===== config.mk =====
export PLATFORM = sky130hd
export DESIGN_NAME = sram_port_arbiter
export DESIGN_NICKNAME = d
export VERILOG_FILES = /design/src/rtl/sram_port_arbiter_pkg.sv /design/src/rtl/sram_port_arbiter_wait_counter.sv /design/src/rtl/sram_port_arbiter.sv
export SDC_FILE = /design/constraint.sdc
export NUM_CORES = 1
export LEC_CHECK = 0
export CAP_MARGIN = 5
export CELL_PAD_IN_SITES_DETAIL_PLACEMENT = 1
export CELL_PAD_IN_SITES_GLOBAL_PLACEMENT = 1
export CORE_UTILIZATION = 32
export DETAILED_ROUTE_END_ITERATION = 7
export PLACE_DENSITY = 0.85
export SLEW_MARGIN = 20
export SYNTH_ARGS = -nofsm -noshare
export SYNTH_HDL_FRONTEND = slang
export SYNTH_HIERARCHICAL = 1
export SYNTH_SLANG_ARGS = --single-unit

===== constraint.sdc =====
create_clock -name clk -period 1.9 [get_ports clk]
set_clock_uncertainty 0.1 [all_clocks]
set_input_delay 0.19 -clock clk [delete_from_list [all_inputs] [get_ports clk]]
set_output_delay 0.19 -clock clk [all_outputs]
set_load 0.05 [all_outputs]

===== src/rtl/sram_port_arbiter_pkg.sv =====
// Shared definitions for the SRAM port arbiter.
//   state_t   : arbiter FSM encoding (IDLE / BUSY / RESP)
//   OWN_IF    : owner code for the instruction-fetch requester
//   OWN_MEM   : owner code for the load/store requester
//   cnt_width : bits needed to hold a counter value 0..max_val (min 1)
package sram_port_arbiter_pkg;

  typedef enum logic [1:0] {
    ST_IDLE = 2'd0,
    ST_BUSY = 2'd1,
    ST_RESP = 2'd2
  } state_t;

  localparam logic OWN_IF  = 1'b0;
  localparam logic OWN_MEM = 1'b1;

  function automatic int cnt_width(input int max_val);
    int w;
    w = 1;
    while ((1 << w) <= max_val) w++;
    return w;
  endfunction

endpackage


===== src/rtl/sram_port_arbiter_wait_counter.sv =====
// Loadable down-counter timing how long the SRAM command is held.
//   clk, rst : clock, synchronous active-high reset (count -> 0)
//   load     : load LOAD_VAL (takes priority over dec)
//   dec      : decrement by one; saturates at zero
//   zero     : count is zero
module wait_counter
  import sram_port_arbiter_pkg::*;
#(
  parameter int LOAD_VAL = 4
) (
  input  logic clk,
  input  logic rst,
  input  logic load,
  input  logic dec,
  output logic zero
);

  localparam int W = cnt_width(LOAD_VAL);

  logic [W-1:0] count;

  always_ff @(posedge clk) begin
    if (rst) begin
      count <= '0;
    end else if (load) begin
      count <= W'(LOAD_VAL);
    end else if (dec && (count != '0)) begin
      count <= count - 1'b1;
    end
  end

  assign zero = (count == '0);

endmodule


===== src/rtl/sram_port_arbiter.sv =====
// Shares one single-ported fixed-latency SRAM between instruction fetch (IF)
// and load/store (MEM). One requester is granted at a time; the SRAM command
// is held stable for SRAM_LATENCY cycles, then the owner's ready pulses once.
//   if_*        : fetch request/address in, ready pulse and registered data out
//   mem_*       : load/store request, we, address, wdata in; ready, data out
//   branch_flush_in : squashes an in-flight fetch (access still completes)
//   sram_*      : SRAM command out, read data in
//   state_dbg   : current FSM state, for observation only
//
// Handshake: req is a level held with its address/data until the matching
// ready pulse. Request fields are sampled only at grant (in IDLE); requests
// present during RESP are ignored, and a request still high in the next
// IDLE cycle counts as a new request.
module sram_port_arbiter
  import sram_port_arbiter_pkg::*;
#(
  parameter int ADDR_W       = 32,
  parameter int DATA_W       = 32,
  parameter int SRAM_LATENCY = 5
) (
  input  logic              clk,
  input  logic              rst,
  input  logic              if_req_in,
  input  logic [ADDR_W-1:0] if_addr_in,
  output logic              if_ready_out,
  output logic [DATA_W-1:0] if_rdata_out,
  input  logic              mem_req_in,
  input  logic              mem_we_in,
  input  logic [ADDR_W-1:0] mem_addr_in,
  input  logic [DATA_W-1:0] mem_wdata_in,
  output logic              mem_ready_out,
  output logic [DATA_W-1:0] mem_rdata_out,
  input  logic              branch_flush_in,
  output logic              sram_en_out,
  output logic              sram_we_out,
  output logic [ADDR_W-1:0] sram_addr_out,
  output logic [DATA_W-1:0] sram_wdata_out,
  input  logic [DATA_W-1:0] sram_rdata_in,
  output logic [1:0]        state_dbg
);

  localparam int CNT_LOAD = SRAM_LATENCY - 1;

  state_t            state;
  state_t            state_nxt;
  logic              owner_q;
  logic              prio_q;
  logic              kill_q;
  logic              we_q;
  logic [ADDR_W-1:0] addr_q;
  logic [DATA_W-1:0] wdata_q;
  logic [DATA_W-1:0] if_rdata_q;
  logic [DATA_W-1:0] if_hold_q;
  logic [DATA_W-1:0] mem_rdata_q;

  logic              grant;
  logic              grant_owner;
  logic [ADDR_W-1:0] grant_addr;
  logic              cnt_zero;
  logic              last_busy;
  logic              flush_if;

  // Both requesting: the pointer decides. Single requester: it wins.
  assign grant       = (state == ST_IDLE) && (if_req_in || mem_req_in);
  assign grant_owner = (if_req_in && mem_req_in) ? prio_q : mem_req_in;
  assign grant_addr  = (grant_owner == OWN_MEM) ? mem_addr_in : if_addr_in;
  assign last_busy   = (state == ST_BUSY) && cnt_zero;
  assign flush_if    = branch_flush_in && (owner_q == OWN_IF);

  wait_counter #(
    .LOAD_VAL (CNT_LOAD)
  ) u_wait_counter (
    .clk  (clk),
    .rst  (rst),
    .load (grant),
    .dec  (state == ST_BUSY),
    .zero (cnt_zero)
  );

  always_comb begin
    state_nxt = state;
    case (state)
      ST_IDLE: if (grant) state_nxt = ST_BUSY;
      ST_BUSY: if (cnt_zero) state_nxt = ST_RESP;
      ST_RESP: state_nxt = ST_IDLE;
      default: state_nxt = ST_IDLE;
    endcase
  end

  always_ff @(posedge clk) begin
    if (rst) begin
      state       <= ST_IDLE;
      owner_q     <= OWN_IF;
      prio_q      <= OWN_MEM;
      kill_q      <= 1'b0;
      we_q        <= 1'b0;
      addr_q      <= '0;
      wdata_q     <= '0;
      if_rdata_q  <= '0;
      if_hold_q   <= '0;
      mem_rdata_q <= '0;
    end else begin
      state <= state_nxt;

      if (grant) begin
        owner_q <= grant_owner;
        prio_q  <= ~grant_owner;
        addr_q  <= grant_addr & ~ADDR_W'(3);
        we_q    <= (grant_owner == OWN_MEM) && mem_we_in;
        wdata_q <= (grant_owner == OWN_MEM) ? mem_wdata_in : '0;
      end

      // Kill lives for the rest of the access and drops as we return to IDLE.
      if ((state == ST_BUSY) && flush_if) begin
        kill_q <= 1'b1;
      end else if (state == ST_RESP) begin
        kill_q <= 1'b0;
      end

      if (last_busy) begin
        if ((owner_q == OWN_MEM) && !we_q) begin
          mem_rdata_q <= sram_rdata_in;
        end
        if (owner_q == OWN_IF) begin
          if_hold_q <= if_rdata_q;
          if (!kill_q && !branch_flush_in) begin
            if_rdata_q <= sram_rdata_in;
          end
        end
      end

      // A flush arriving in RESP squashes a fetch whose data was already
      // captured; put the previous instruction back.
      if ((state == ST_RESP) && flush_if && !kill_q) begin
        if_rdata_q <= if_hold_q;
      end
    end
  end

  assign sram_en_out    = (state == ST_BUSY);
  assign sram_we_out    = (state == ST_BUSY) && we_q;
  assign sram_addr_out  = (state == ST_BUSY) ? addr_q : '0;
  assign sram_wdata_out = (state == ST_BUSY) ? wdata_q : '0;

  assign mem_ready_out = (state == ST_RESP) && (owner_q == OWN_MEM);
  assign if_ready_out  = (state == ST_RESP) && (owner_q == OWN_IF) &&
                         !kill_q && !branch_flush_in;

  assign if_rdata_out  = if_rdata_q;
  assign mem_rdata_out = mem_rdata_q;
  assign state_dbg     = state;

endmodule

==> key figures <==
Clocking
  • CTS tree: yes
  • TritonCTS buffer count: 17
  • Clk root buf: clkbuf_16
  • # H-tree levels: 4
  • Longest Clk Path Bufs: 2
  • Clk Latency, worst-skew pair: approximately 0.43 ns
  • Clock Pin Slew Worst Setup and Hold Paths: 0.08 ns
  • Clock Sinks: between 150 and 200
  • Cts hold-fix bufs: 0

STA
  • Setup_tns: 0 ns
  • Max Slew Vio Count: 0
  • Unrepaired setup endpoints after global routing: yes
  • Period utilization: 0.989
  • Endpoints failing setup: 0
  • Worst-Margin Slew: 0.693 ns
  • Final hold slack: 0.0282 ns
  • Tmin final: 1.88 ns
  • Worst slew margin: 0.536
  • Fmax: about 530 MHz
  • Final hold violation count: 0
  • Final WS setup: 0.0216 ns

Floorplan
  • DIE AREA: 0.0236 mm2
  • Initial Util: 0.326
  • Core Region: 0.0226 mm2
  • Die height: 154 um
  • Num ports: about 270
  • Site Rows: 55
  • Die X: 154 um

Worst hold path
  • Worst hold path type: primary input to flop
  • Hold path startpoint: mem_req_in
  • Cell depth of the worst hold path: 3
  • WHS Endpoint: wdata_q[3]$_SDFFE_PP0P_

Route
  • DR iter-0 viols: roughly 470
  • Pre-antenna DRT Iters: 6
  • Total routed wirelength: approximately 31000 um
  • Via density: 5.78
  • Post-DRT Antenna Nets: 0
  • Vias: roughly 8200
  • DRC: 0
  • Routed WL per cell: 21.8 um

Critical path
  • Worst flop-to-flop path startpoint: owner_q$_SDFFE_PP0P_
  • Worst Setup Path Type: flop to primary output
  • Critical-path cell list: clkdlybuf4s50_1
  • CP Data Required Time: around 1.6 ns
  • Crit-path max FO: 2
  • CP Capture Type: primary output
  • Cell family with most CP delay: buffers and inverters
  • Number of cells on the critical path: 1
  • Crit path largest cell delay: 0.81 ns
  • Terminus of the critical flop-to-flop path: if_rdata_out[28]$_SDFFE_PP0P_
  • Path depth of the worst reg2reg path: 4
  • R2R setup slack: 0.03 ns
  • Startpoint Class: flop
  • Crit path buf inv count: 1
  • CP max stage cell: clkdlybuf4s50_1
  • WP data arrival: 1.59 ns

Power
  • Worst vdd ir: 0.000602 V
  • Switch share: 0.346
  • Power per cell area: 861 mW/mm2
  • Comb pwr share: 0.272
  • Sequential share of power: 0.373
  • Overall Power: 10400 uW
  • P_sw: 3600 uW
  • Lkg Pwr: 0.00481 uW
  • Clock power share: 0.355
  • P_int: 6790 uW

Flow run
  • Max-cap check violation count: 0

Final layout
  • Register area: 0.00336 mm2
  • Final Net Count: approximately 1300
  • Layout cells sized above 1: 0.236
  • Area growth syn-to-layout: 64.0%
  • Fin util: 0.535
  • Area of the multi-input gates: between 0.003 and 0.004 mm2
  • Antenna fix cells: 0
  • Fillers: 2526

Synthesis
  • Mapped Cells: 898
  • Yosys top cell by area: dfxtp_1
  • Dominant synthesized flop cell: dfxtp_1
  • Most common cell in the netlist: dfxtp_1
  • Synth warn: 6
  • Async S/R FF share, synth: 0
  • Top-area cell type share of the netlist area: 0.454
  • Count of different cell masters after synthesis: 38
  • Most frequent cells after synthesis: dfxtp_1 (167), a21oi_1 (132), o21ai_0 (97), nand4_1 (93), clkbuf_1 (78)
  • Simple-gate portion of the synthesized area: 0.235
  • Mapped cell area: 0.00736 mm2
  • Largest family of logic cells by synthesized area: compound AO/OA/AOI/OAI gates
  • Synth area leaders: dfxtp_1 (45%), a21oi_1 (9.0%), nand4_1 (7.9%), o21ai_0 (6.6%), and2_1 (5.4%)
  • Post-Synth Adder-Cell Area: 0.00340
  • Post-synthesis mux area share: 0
  • Mean Syn Cell Area: 8.19 um2
  • Register area share after synthesis: 0.454
  • Yosys reg bits: 167
  • Number of synthesized flops with an enable pin: 0
  • Compound-Gate Fraction of Synth Area: 0.240
  • Xor and xnor fraction of the mapped netlist area: 0

Status
  • Status: finished, final reports clean

Placed design
  • # port buffers: roughly 260
  • DP HPWL: 19100 um
  • Placer Congestion: between 0.7 and 0.8
  • DP Worst Slack: approximately 0.007 ns

Global route
  • First-pass GRT wire length: 45400 um
  • Initial antenna violation count: 0
  • Total grt overflow: 0
  • Vias in the first global route: roughly 8000
  • Largest net degree at the start of global routing: 66
  • Total Routing Usage GR: 0.243
-- layer usage --
layer  GRT usage  part of all wire
met5           0                 0
met4       0.120             0.044
met3      0.0660             0.066
met2       0.417              0.50
met1       0.278              0.39
-- logic make-up (layout without fill, tap and decap cells) --
family,after synthesis,after routing
simple gates,313,313
other cells,1,2
flops,167,167
fa+ha+maj,2,2
compound gates,299,301
buf+inv,116,356
-- tightest hold or removal path, delay by kind of cell --
family	cells	cell delay, ns
compound gates	1	0.06
buf+inv	1	0.17
simple gates	1	0.09
-- through the flow --
stage | cells | cell area, um2
final | 1426 | 12100
after global routing | 1426 | 12100
after CTS | 1412 | 11700
after detailed placement | 1375 | 11000
after global placement | 1375 | 11000
after floorplan | 899 | 7390
-- placed cells by master, fill, tap and decap left out, drive strengths merged, types with 3 or more instances in the layout --
master,Yosys,final
a21oi,132,132
a31oi,30,30
and2,63,63
buf,33,128
clkbuf,78,22
clkdlybuf4s50,0,132
clkinv,0,6
dfxtp,167,167
dlygate4sd2,0,34
dlymetal6s2s,0,20
inv,5,12
nand2,66,66
nand2b,5,5
nand3,34,34
nand4,93,93
nor2,8,8
nor3,32,32
o21a,1,3
o21ai,97,97
o221a,32,32
-- flip-flops by register name (all words and copies together) (netlist names) --
name	flops
mem_rdata_out	32
owner_q	1
addr_q	30
wdata_q	32
prio_q	1
kill_q	1
u_wait_counter/count	3
if_hold_q	32
we_q	1
if_rdata_out	32
state_dbg	2
-- worst max-delay path by stage --
stage	from	end	slack (ns)
finish	mem_rdata_out[10]$_SDFFE_PP0P_	mem_rdata_out[10]	0.02
global route	state_dbg[0]$_SDFFE_PP0P_	sram_wdata_out[27]	-0.01
CTS	state_dbg[0]$_SDFFE_PP0P_	sram_we_out	-0.01
detailed placement	u_wait_counter/count[0]$_SDFFE_PP0P_	if_rdata_out[26]$_SDFFE_PP0P_	0.007
global placement	u_wait_counter/count[0]$_SDFFE_PP0P_	if_rdata_out[26]$_SDFFE_PP0P_	0.06
floorplan	owner_q$_SDFFE_PP0P_	mem_ready_out	0.01
-- cell type report --
| type | instances | area share |
|---|---|---|
| Clock inverter | 15 | 0.0167 |
| Sequential cell | 167 | 0.278 |
| Tap cell | 285 | 0.0296 |
| Clock buffer | 17 | 0.0353 |
| Timing Repair Buffer | 319 | 0.328 |
| Multi-Input combinational cell | 618 | 0.311 |
| Inverter | 5 | 0.00156 |
-- repair_timing --
item                       4_1_cts  5_1_grt
setup endpoints to repair      101      131
gates cloned                     1        9
setup buffers                    4        5
resized for setup               62       61
pin swaps                        0       25
-- power groups by stage --
stage / clock [uW] / combinational (uW) / sequential [uW]
2_1_floorplan: 0 / 1170 / 4200
3_3_place_gp: 0 / 2550 / 3950
3_5_place_dp: 0 / 2600 / 3960
4_1_cts: 3720 / 2660 / 3870
5_1_grt: 3890 / 2960 / 3910
6_report: 3690 / 2830 / 3880
Power figures use the tool's default switching activity.
